### src/rtl/riscv_irq_unit_pkg.sv
// Shared definitions for the interrupt source unit: config register offsets
// and the config port state encoding.
package riscv_irq_unit_pkg;

  localparam logic [4:0] IRQ_REG_MASK    = 5'h00;
  localparam logic [4:0] IRQ_REG_PENDING = 5'h04;
  localparam logic [4:0] IRQ_REG_SET     = 5'h08;
  localparam logic [4:0] IRQ_REG_CLEAR   = 5'h0C;
  localparam logic [4:0] IRQ_REG_ID      = 5'h10;

  typedef enum logic {
    CFG_IDLE = 1'b0,
    CFG_RESP = 1'b1
  } cfg_state_e;

endpackage

### src/rtl/riscv_irq_unit_prio_enc.sv
// Lowest-index-first priority encoder; matches the core's cause selection order.
module riscv_irq_prio_enc #(
  parameter int N = 32
) (
  input  logic [N-1:0] req_i,
  output logic [4:0]   id_o,
  output logic         valid_o
);

  always_comb begin
    id_o = '0;
    for (int i = N - 1; i >= 0; i--) begin
      if (req_i[i]) id_o = 5'(i);
    end
  end

  assign valid_o = |req_i;

endmodule

### src/rtl/riscv_irq_unit.sv
// Interrupt source unit: event capture, pending/mask registers, config port.
// Optional RISCV_IRQ_SYNC_EN adds a 2-flop synchronizer on event_i.
//
// state    | meaning
// CFG_IDLE | grant asserted, a request is performed at the next edge
// CFG_RESP | response (rvalid/rdata/err) presented, no grant
module riscv_irq_unit
  import riscv_irq_unit_pkg::*;
#(
  parameter int N_IRQ  = 32,
  parameter int ADDR_W = 5
) (
  input  logic              clk,
  input  logic              rst_n,
  input  logic [N_IRQ-1:0]  event_i,
  output logic [N_IRQ-1:0]  irq_o,
  output logic [4:0]        irq_id_o,
  output logic              irq_valid_o,
  input  logic              irq_ack_i,
  input  logic [4:0]        irq_ack_id_i,
  input  logic              cfg_req_i,
  input  logic              cfg_we_i,
  input  logic [ADDR_W-1:0] cfg_addr_i,
  input  logic [31:0]       cfg_wdata_i,
  output logic              cfg_gnt_o,
  output logic              cfg_rvalid_o,
  output logic [31:0]       cfg_rdata_o,
  output logic              cfg_err_o
);

  cfg_state_e       state_q;
  logic [N_IRQ-1:0] mask_q;
  logic [N_IRQ-1:0] pending_q;
  logic [N_IRQ-1:0] event_q;
  logic [N_IRQ-1:0] event_s;
  logic [N_IRQ-1:0] rise;
  logic [N_IRQ-1:0] ack_vec;
  logic [N_IRQ-1:0] set_vec;
  logic [N_IRQ-1:0] clr_vec;
  logic [N_IRQ-1:0] wdata;
  logic             access;
  logic             wr_en;
  logic             sel_mask, sel_pend, sel_set, sel_clr, sel_id;
  logic [31:0]      rd_data;
  logic             rd_err;

`ifdef RISCV_IRQ_SYNC_EN
  logic [N_IRQ-1:0] sync1_q;
  logic [N_IRQ-1:0] sync2_q;

  always_ff @(posedge clk or negedge rst_n) begin
    if (!rst_n) begin
      sync1_q <= '0;
      sync2_q <= '0;
    end else begin
      sync1_q <= event_i;
      sync2_q <= sync1_q;
    end
  end

  assign event_s = sync2_q;
`else
  assign event_s = event_i;
`endif

  always_ff @(posedge clk or negedge rst_n) begin
    if (!rst_n) event_q <= '0;
    else        event_q <= event_s;
  end

  assign rise  = event_s & ~event_q;
  assign wdata = cfg_wdata_i[N_IRQ-1:0];

  assign access   = cfg_req_i && (state_q == CFG_IDLE);
  assign wr_en    = access && cfg_we_i;
  assign sel_mask = (cfg_addr_i == ADDR_W'(IRQ_REG_MASK));
  assign sel_pend = (cfg_addr_i == ADDR_W'(IRQ_REG_PENDING));
  assign sel_set  = (cfg_addr_i == ADDR_W'(IRQ_REG_SET));
  assign sel_clr  = (cfg_addr_i == ADDR_W'(IRQ_REG_CLEAR));
  assign sel_id   = (cfg_addr_i == ADDR_W'(IRQ_REG_ID));

  // Out-of-range ack ids match no line and so drop out naturally
  always_comb begin
    ack_vec = '0;
    if (irq_ack_i) begin
      for (int i = 0; i < N_IRQ; i++) begin
        if (irq_ack_id_i == 5'(i)) ack_vec[i] = 1'b1;
      end
    end
  end

  assign set_vec = rise
                 | ((wr_en && sel_set)  ? wdata  : '0)
                 | ((wr_en && sel_pend) ? wdata  : '0);
  assign clr_vec = ack_vec
                 | ((wr_en && sel_clr)  ? wdata  : '0)
                 | ((wr_en && sel_pend) ? ~wdata : '0);

  always_ff @(posedge clk or negedge rst_n) begin
    if (!rst_n) begin
      mask_q    <= '0;
      pending_q <= '0;
    end else begin
      if (wr_en && sel_mask) mask_q <= wdata;
      pending_q <= (pending_q & ~clr_vec) | set_vec;
    end
  end

  assign irq_o = pending_q & mask_q;

  riscv_irq_prio_enc #(.N(N_IRQ)) u_prio_enc (
    .req_i   (irq_o),
    .id_o    (irq_id_o),
    .valid_o (irq_valid_o)
  );

  always_comb begin
    rd_data = '0;
    rd_err  = 1'b0;
    if      (sel_mask) rd_data = 32'(mask_q);
    else if (sel_pend) rd_data = 32'(pending_q);
    else if (sel_set || sel_clr) rd_data = '0;
    else if (sel_id)   rd_data = {27'b0, irq_id_o};
    else               rd_err  = 1'b1;
  end

  always_ff @(posedge clk or negedge rst_n) begin
    if (!rst_n) begin
      state_q      <= CFG_IDLE;
      cfg_gnt_o    <= 1'b1;
      cfg_rvalid_o <= 1'b0;
      cfg_rdata_o  <= '0;
      cfg_err_o    <= 1'b0;
    end else begin
      case (state_q)
        CFG_IDLE: begin
          if (cfg_req_i) begin
            state_q      <= CFG_RESP;
            cfg_gnt_o    <= 1'b0;
            cfg_rvalid_o <= 1'b1;
            cfg_rdata_o  <= cfg_we_i ? 32'b0 : rd_data;
            cfg_err_o    <= rd_err;
          end
        end
        CFG_RESP: begin
          state_q      <= CFG_IDLE;
          cfg_gnt_o    <= 1'b1;
          cfg_rvalid_o <= 1'b0;
          cfg_rdata_o  <= '0;
          cfg_err_o    <= 1'b0;
        end
        default: begin
          state_q      <= CFG_IDLE;
          cfg_gnt_o    <= 1'b1;
          cfg_rvalid_o <= 1'b0;
          cfg_rdata_o  <= '0;
          cfg_err_o    <= 1'b0;
        end
      endcase
    end
  end

endmodule

### config.mk
export PLATFORM = sky130hd
export DESIGN_NAME = riscv_irq_unit
export DESIGN_NICKNAME = d
export VERILOG_FILES = /design/src/rtl/riscv_irq_unit_pkg.sv /design/src/rtl/riscv_irq_unit_prio_enc.sv /design/src/rtl/riscv_irq_unit.sv
export SDC_FILE = /design/constraint.sdc
export NUM_CORES = 1
export LEC_CHECK = 0
export CAP_MARGIN = 20
export CORE_MARGIN = 2
export CORE_UTILIZATION = 50
export DETAILED_ROUTE_END_ITERATION = 6
export PLACE_DENSITY = 0.8
export SYNTH_ARGS = -nofsm -noshare
export SYNTH_HDL_FRONTEND = slang
export SYNTH_SLANG_ARGS = --single-unit
export TNS_END_PERCENT = 100
### constraint.sdc
create_clock -name clk -period 2.4 [get_ports clk]
set_input_delay 0.48 -clock clk [delete_from_list [all_inputs] [get_ports clk]]
set_output_delay 0.48 -clock clk [all_outputs]
set_load 0.005 [all_outputs]
==> run summary, run 1 <==
Mapped Area: 0.00642 mm2
Status: finished, violations left
CTS tree: yes
Fin nets: 964
Clock Sinks: 132
Power density over cell area: 685 mW/mm2
Max Clk Rate: 0.361 GHz
WL final: 25.2 mm
Iteration-0 DRC Markers: 986
Hold WS: 0.0847 ns
FF+latch count, synth: 132
Vias: 6,727
RSZ-0062 raised after global routing: yes
Hpwl dp: 15.4 mm
Largest net degree at the start of global routing: 48
Endpoint type of the worst setup path: primary output
Post-placement cell area: 0.00883 mm2
Global route overflow: 0
Cell at the root of the clock tree: clkbuf_16
H-tree levels: 4
Min-delay worst type: input port to asynchronous set/reset pin
Final antenna-violating net count: 0
Tot GR Track Use: 0.340
Slew margin rel.: 0.556
Worst-path clk slew: 0.06 ns
Final setup margin: -0.373 ns
Post-synth EDFFs: 0
Std-Cell Rows: 41
Flop2flop setup slack: 0.03 ns
Clock buffer count from CTS: 17
1st-pass router iterations: 6
Final Core Density: 0.785
Worst slack at placement: -0.201 ns
Placer congestion estimate: 0.930
Post-route cell area: 0.00986 mm2
R2R depth: 14
DR WL/cell: 23.6 um
# DRC: 0
Antenna diode count: 0
Area of the multi-input gates: 0.00301 mm2
Slew Limit Fails: 0
Synth Instances: 608
Final worst path period need: 2.77 ns
Failing checks: negative setup slack
Lkg Pwr: 4.45 nW
Syn_area_per_cell: 10.6 um2
Final Non-Filler Cells: 1,068
Layout cell share with drive strength beyond 1: 0.283
Seq/Total Area, Yosys: 0.514
Worst r2r src: pending_q[9]
Die area: 0.0138 mm2
Die extent in x: 117 um
Final Hold Vio Count: 0
Max-cap viol count: 0
Maximum VDD drop: 0.529 mV
Most common cell after layout, fill and taps aside: clkdlybuf4s50_1
Crit-path max FO: 4
Worst reg2reg endpoint: cfg_rdata_o[4]
Core area: 0.0126 mm2
PortBufs: 151
Initial core utilization: 0.511
Number of global-route vias before repair: 6,665
Ys async rst share: 1.00
Overall power: 6.76 mW
Prevailing post-synth register cell: dfrtp_1
Crit path kind: flop to primary output
Die Y: 117 um
First-pass GRT wire length: 36.2 mm
Most frequent cells in the layout: 143 x clkdlybuf4s50_1, 130 x dfrtp_1, 118 x buf_4
Layout filler cell count: 715
Post-Syn Nets: 687
Final setup viols: 5
YS warnings: 0
Clk_skew: 0.00998 ns
Worst endpoint required time: 1.92 ns
CP Launch Type: flop
Worst-margin pin slew: 0.666 ns
Sum of negative setup slack: -1.17 ns
Tcrit/Tclk final: 1.16
Clock Latency Late Sink: 0.43 ns
Clock Path Buffers: 2
Post-synthesis cell type count: 50
Reg area: 0.00331 mm2
Via density: 6.30
Total instance count after detailed placement: 1,006
Layout area overhead: 53.5%
Initial antenna violation count: 0
Critical path arrival: 2.29 ns
I/O pin count: 152
## cells in the mapped netlist (2+ instances only)
cell type / count / area share
nor2b_1: 4 / 0.0039
dfrtp_1: 131 / 0.51
buf_12: 3 / 0.0093
inv_1: 51 / 0.030
nor4b_2: 2 / 0.0047
a311oi_1: 2 / 0.0027
or3_1: 2 / 0.0019
nand3_1: 9 / 0.0070
o21ai_0: 65 / 0.051
nor2_1: 17 / 0.0099
mux2_2: 2 / 0.0035
nand2_1: 57 / 0.033
nand4_1: 5 / 0.0049
a21boi_0: 2 / 0.0023
nand2b_1: 4 / 0.0039
a21oi_1: 39 / 0.030
o31ai_1: 2 / 0.0023
a21o_1: 2 / 0.0023
mux2_4: 30 / 0.070
buf_2: 9 / 0.0070
xnor2_1: 33 / 0.045
a22o_1: 4 / 0.0055
nor4_1: 2 / 0.0019
or2_2: 2 / 0.0019
a221o_1: 32 / 0.050
a211oi_1: 2 / 0.0023
o2111ai_1: 2 / 0.0027
and2_1: 17 / 0.017
nor3_1: 7 / 0.0055
a22oi_1: 37 / 0.043
clkbuf_1: 13 / 0.0076
## worst max-delay path: stages, from the launching register on
cell	delay [ns]
dfrtp_1	0.38
buf_4	0.15
a22oi_2	0.24
nand3_1	0.14
a211oi_2	0.27
o2111ai_1	0.24
nand2_1	0.24
a21oi_2	0.07
buf_2	0.14
## kinds of logic (layout without fill, tap and decap cells)
family          Yosys count  after routing  synth area share
flops                   132            132             0.514
mux                      32             32            0.0736
compound gates          199            199             0.209
buf+inv                  79            367            0.0567
simple gates            133            133             0.102
xor+xnor                 33             33            0.0450
## where the power goes
part	switching (mW)	internal, mW	leakage, nW	total (mW)
clock	0.944	1.44	0.269	2.38
combinational	0.901	1.03	2.60	1.93
sequential	0.0952	2.35	1.59	2.45
## flip-flops by register name, summed over array words and instances, names as in the netlist
signal and cells:
cfg_rdata_o 32, event_q 32, mask_q 32, pending_q 32, cfg_err_o 1, cfg_gnt_o 1, cfg_rvalid_o 1, state_q 1
## per-layer routing
| layer | track usage | routed length, um | up-vias |
|---|---|---|---|
| met1 | 0.405 | 8890 | 3240 |
| met2 | 0.575 | 12200 | 582 |
| met4 | 0.195 | 1620 | 0 |
| met5 | 0 | 0 | - |
| li1 | - | - | 2735 |
| met3 | 0.0671 | 2560 | 170 |
## cell type report
class	count	area share
flip-flops and latches	132	0.335
well taps	172	0.0218
clock buffers	25	0.0513
repair buffers	285	0.264
clock inverters	5	0.00254
multi-input cells	397	0.305
inverters	52	0.0198
## worst max-delay path by stage
stage | startpoint | to | slack, ns | depth (start not counted)
2_1_floorplan | mask_q[9] | irq_id_o[0] | 0.48 | 6
3_3_place_gp | pending_q[24] | irq_id_o[0] | -0.15 | 7
3_5_place_dp | pending_q[24] | irq_id_o[0] | -0.20 | 7
4_1_cts | pending_q[9] | irq_id_o[0] | -0.11 | 7
5_1_grt | pending_q[30] | irq_id_o[2] | -0.53 | 8
6_report | pending_q[30] | irq_id_o[2] | -0.37 | 8
## timing repair
item	CTS	global route
buffers inserted	26	9
resized for setup	60	34
hold buffers	0	0
pin swaps	34	19
gates cloned	0	0
endpoints found under the setup margin	6	7
Note: power is estimated with default switching activity, not from simulation.
==> run 2, diff against run 1 <==
Clock period 2.4 ns to 3.15 ns, I/O delays scaled along.
==> run 2 against run 1 <==
The flow now finishes without violations. Clock-buffer cell count decreased by 2. Sequential share of layout area increased by 3.7 points. Non-clock buffer count is 119 lower.
==> run summary, run 2 (same netlist as run 1, synthesis figures left out) <==
Status: finished clean
Clock Path Buffers: 2
Die extent in x: 117 um
Layout area overhead: 38.1%
Std-Cell Rows: 41
CTS tree: yes
Most frequent cells in the layout: 148 x clkdlybuf4s50_1, 131 x dfrtp_1, 63 x o21ai_0
Max Clk Rate: 0.327 GHz
Worst-margin pin slew: 0.797 ns
RSZ-0062 raised after global routing: yes
Worst-path clk slew: 0.06 ns
Slew margin rel.: 0.464
Critical path arrival: 2.42 ns
Fin nets: 845
Clock Latency Late Sink: 0.42 ns
H-tree levels: 4
Final Non-Filler Cells: 952
Tcrit/Tclk final: 0.970
1st-pass router iterations: 5
Vias: 5,751
Initial core utilization: 0.511
Core area: 0.0126 mm2
Hpwl dp: 13.9 mm
Cell at the root of the clock tree: clkbuf_16
Layout cell share with drive strength beyond 1: 0.141
Global route overflow: 0
Die Y: 117 um
Total instance count after detailed placement: 916
Tot GR Track Use: 0.304
Clock Sinks: 132
Min-delay worst type: input port to asynchronous set/reset pin
WL final: 20.5 mm
I/O pin count: 152
Largest net degree at the start of global routing: 51
Most common cell after layout, fill and taps aside: clkdlybuf4s50_1
CP Launch Type: flop
Final setup viols: 0
Final antenna-violating net count: 0
DR WL/cell: 21.5 um
Hold WS: 0.254 ns
Final Hold Vio Count: 0
# DRC: 0
First-pass GRT wire length: 32.4 mm
Die area: 0.0138 mm2
Iteration-0 DRC Markers: 709
Clock buffer count from CTS: 17
Maximum VDD drop: 0.424 mV
Hold_buf cts: 0
Clk_skew: 0.00709 ns
Power density over cell area: 559 mW/mm2
Sum of negative setup slack: 0 ns
Final worst path period need: 3.05 ns
Crit path kind: flop to primary output
Number of global-route vias before repair: 5,892
PortBufs: 151
Placer congestion estimate: 0.905
Worst slack at placement: 0.367 ns
Via density: 6.04
Worst endpoint required time: 2.52 ns
Crit-path max FO: 4
Initial antenna violation count: 1
Final setup margin: 0.0959 ns
Max-cap viol count: 0
Lkg Pwr: 3.86 nW
Slew Limit Fails: 0
Endpoint type of the worst setup path: primary output
run 2: changes by cell type in the layout (fill, tap and decap cells not counted), sizes merged:
cell / previous run / this run
clkbuf: 25 / 23
dlymetal6s2s: 0 / 1
bufinv: 0 / 4
clkdlybuf4s50: 143 / 148
buf: 142 / 17
diode: 0 / 1
run 2: area by class of cell:
type	instances	area, um2
antenna	1	2.50
clock buffer	23	488
clock inverter	9	149
fill	877	3690
inverter	52	195
multi-input combinational	397	2880
sequential	132	3300
tap	172	215
timing repair buffer	166	1640
run 2: metrics by stage:
stage	area (um2)	util	total power, mW
2_1_floorplan	6420	-	2.31
3_3_place_gp	8120	0.646	2.76
3_5_place_dp	8120	0.646	2.79
4_1_cts	8770	0.698	4.92
5_1_grt	8880	0.706	5.14
6_report	8880	0.706	4.97
run 2: routing by layer:
| layer | vias to the layer above | share of wire | GRT usage |
|---|---|---|---|
| met3 | 48 | 0.091 | 0.0812 |
| li1 | 2500 | - | - |
| met1 | 2847 | 0.38 | 0.381 |
| met4 | 0 | 0.035 | 0.145 |
| met2 | 356 | 0.49 | 0.493 |
| met5 | - | 0 | 0 |
run 2: power by group:
group	leakage, nW	internal, mW	switching (mW)	total [mW]
clock network	0.317	1.40	0.722	2.13
logic	1.96	0.493	0.474	0.967
registers	1.59	1.79	0.0789	1.87
total	3.86	3.69	1.28	4.97
run 2: worst max-delay path, stage by stage (launching register included):
cell             delay [ns]
dfrtp_1                0.42
a22oi_2                0.25
nand3_2                0.11
or3_4                  0.41
nor2b_1                0.12
o21bai_1               0.09
inv_1                  0.11
clkdlybuf4s50_1        0.50
run 2: timing repair:
| item | CTS | global route |
|---|---|---|
| setup endpoints to repair | 1 | 6 |
| pin swaps | 0 | 2 |
| setup buffers | 0 | 3 |
| resized for setup | 4 | 19 |
run 2: final timing paths:
path,slack (ns),cells past startpoint,end,start
max,0.1,7,irq_id_o[3],pending_q[19]
min in group clk,0.48,2,cfg_rdata_o[11],cfg_rdata_o[11]
max in group asynchronous,2.10,2,cfg_rdata_o[31],rst_n
max reg2reg,1.22,5,mask_q[11],state_q
min reg2reg,0.48,2,cfg_rdata_o[11],cfg_rdata_o[11]
min,0.25,1,cfg_rdata_o[11],rst_n
==> run 3, diff against run 2 <==
Settings changed: CORE_MARGIN 2 to not set.
Clock period 3.15 ns to 2.9 ns, I/O delays scaled along.
==> run 3 against run 2 <==
The flow now finishes with violations (negative setup slack). Setup slack worse by 0.11 ns. Die area decreased by 3.4%. Non-clock buffer count increased by 15. Flip-flop and latch count is the same. First-iteration DRC count decreased by 17%. Clock skew grew 0.0016 ns. Global-route usage is 1.6 points higher. Via count grew 1.8%. Core utilization increased by 1.7 points. Sequential power increased by 9%. Clock power rose by 13%. Largest cell class unchanged.
==> run summary, run 3 (same netlist as run 1, synthesis figures left out) <==
Clk_skew: 0.00871 ns
Placer congestion estimate: 0.901
Min-delay worst type: input port to asynchronous set/reset pin
Hpwl dp: 13.5 mm
Fin nets: 860
H-tree levels: 4
Tcrit/Tclk final: 1.01
Clock Sinks: 132
CP Launch Type: flop
Tot GR Track Use: 0.321
Core area: 0.0126 mm2
Std-Cell Rows: 41
Worst r2r src: state_q
Failing checks: negative setup slack
Number of global-route vias before repair: 6,093
Endpoint type of the worst setup path: primary output
CTS tree: yes
R2R depth: 5
Layout cell share with drive strength beyond 1: 0.170
Initial core utilization: 0.511
Final worst path period need: 2.91 ns
Worst-margin pin slew: 0.764 ns
WL final: 20.4 mm
Final Core Density: 0.723
# DRC: 0
Worst-path clk slew: 0.06 ns
Most common cell after layout, fill and taps aside: clkdlybuf4s50_1
Final setup margin: -0.0148 ns
Power density over cell area: 614 mW/mm2
Maximum VDD drop: 0.451 mV
Largest net degree at the start of global routing: 60
Initial antenna violation count: 0
Final Hold Vio Count: 0
Slew margin rel.: 0.491
Slew Limit Fails: 0
Clock buffer count from CTS: 17
Most frequent cells in the layout: 144 x clkdlybuf4s50_1, 131 x dfrtp_1, 62 x o21ai_0
Layout area overhead: 41.5%
Clock Path Buffers: 2
Worst endpoint required time: 2.32 ns
Post-placement cell area: 0.00818 mm2
Lkg Pwr: 3.96 nW
Flop2flop setup slack: 0.97 ns
Max Clk Rate: 0.343 GHz
Die area: 0.0133 mm2
Crit path kind: flop to primary output
Cell at the root of the clock tree: clkbuf_16
Vias: 5,854
Crit-path max FO: 5
Post-route cell area: 0.00909 mm2
Antenna diode count: 0
First-pass GRT wire length: 31.5 mm
Clock Latency Late Sink: 0.43 ns
Die Y: 115 um
Die extent in x: 115 um
Global route overflow: 0
Status: finished, violations left
1st-pass router iterations: 5
Critical path arrival: 2.33 ns
Final setup viols: 1
Iteration-0 DRC Markers: 586
Final antenna-violating net count: 0
I/O pin count: 152
Worst reg2reg endpoint: mask_q[21]
PortBufs: 151
Max-cap viol count: 0
Via density: 6.06
DR WL/cell: 21.2 um
## run 3: changes by cell type in the layout (fill, tap and decap cells not counted), moves of 3 or more
cell and change:
buf_12 +4, buf_4 +11, clkdlybuf4s50_1 -4, clkinv_2 -3, clkinvlp_4 +5
## run 3: critical path, stage by stage, from the launching register on
cell	delay, ns
dfrtp_1	0.41
a22oi_1	0.22
buf_4	0.17
nand2_1	0.08
nor3_2	0.28
nand3_2	0.15
nand2_2	0.09
clkdlybuf4s50_1	0.50
## run 3: final cells by class
type / instances / area, um2
clock inverters: 12 / 201
inverters: 52 / 195
multi-input cells: 397 / 2900
flip-flops and latches: 132 / 3300
repair buffers: 181 / 1810
well taps: 172 / 215
fillers: 848 / 3480
clock buffers: 20 / 467
## run 3: layer usage
layer  share of wire  vias up  global-route usage
li1                -     2531                   -
met1            0.38     2880               0.381
met2            0.49      354               0.520
met3           0.090       89              0.0949
met4           0.043        0               0.185
met5               0        -                   0
## run 3: power by group
part,internal (mW),switching (mW)
Clock,1.59,0.821
Sequential,1.95,0.0866
Combinational,0.587,0.550
## run 3: worst max path at each step
stage / start / to / cells after the start / slack (ns)
floorplan: mask_q[9] / irq_id_o[0] / 6 / 0.88
global placement: pending_q[24] / irq_id_o[0] / 7 / 0.23
detailed placement: pending_q[24] / irq_id_o[0] / 7 / 0.14
CTS: pending_q[26] / irq_id_o[2] / 7 / -0.06
global route: mask_q[10] / irq_id_o[3] / 8 / -0.06
finish: mask_q[1] / irq_id_o[1] / 7 / -0.01
## run 3: repair_timing
action,in CTS,in global routing
gates resized for setup,16,21
endpoints found under the hold margin,0,0
endpoints found under the setup margin,5,6
hold buffers,0,0
pin swaps,4,14
setup buffers,6,10
## run 3: through the flow
stage	hold WS (ns)	setup TNS [ns]	setup slack, ns	total power [mW]	std cells
after global placement	0.465	0	0.234	3.01	918
after floorplan	0.284	0	0.878	2.51	608
after global routing	0.144	-0.140	-0.0607	5.76	966
final	0.119	-0.0148	-0.0148	5.58	966
after CTS	0.126	-0.0734	-0.0621	5.49	956
after detailed placement	0.469	0	0.140	3.03	918
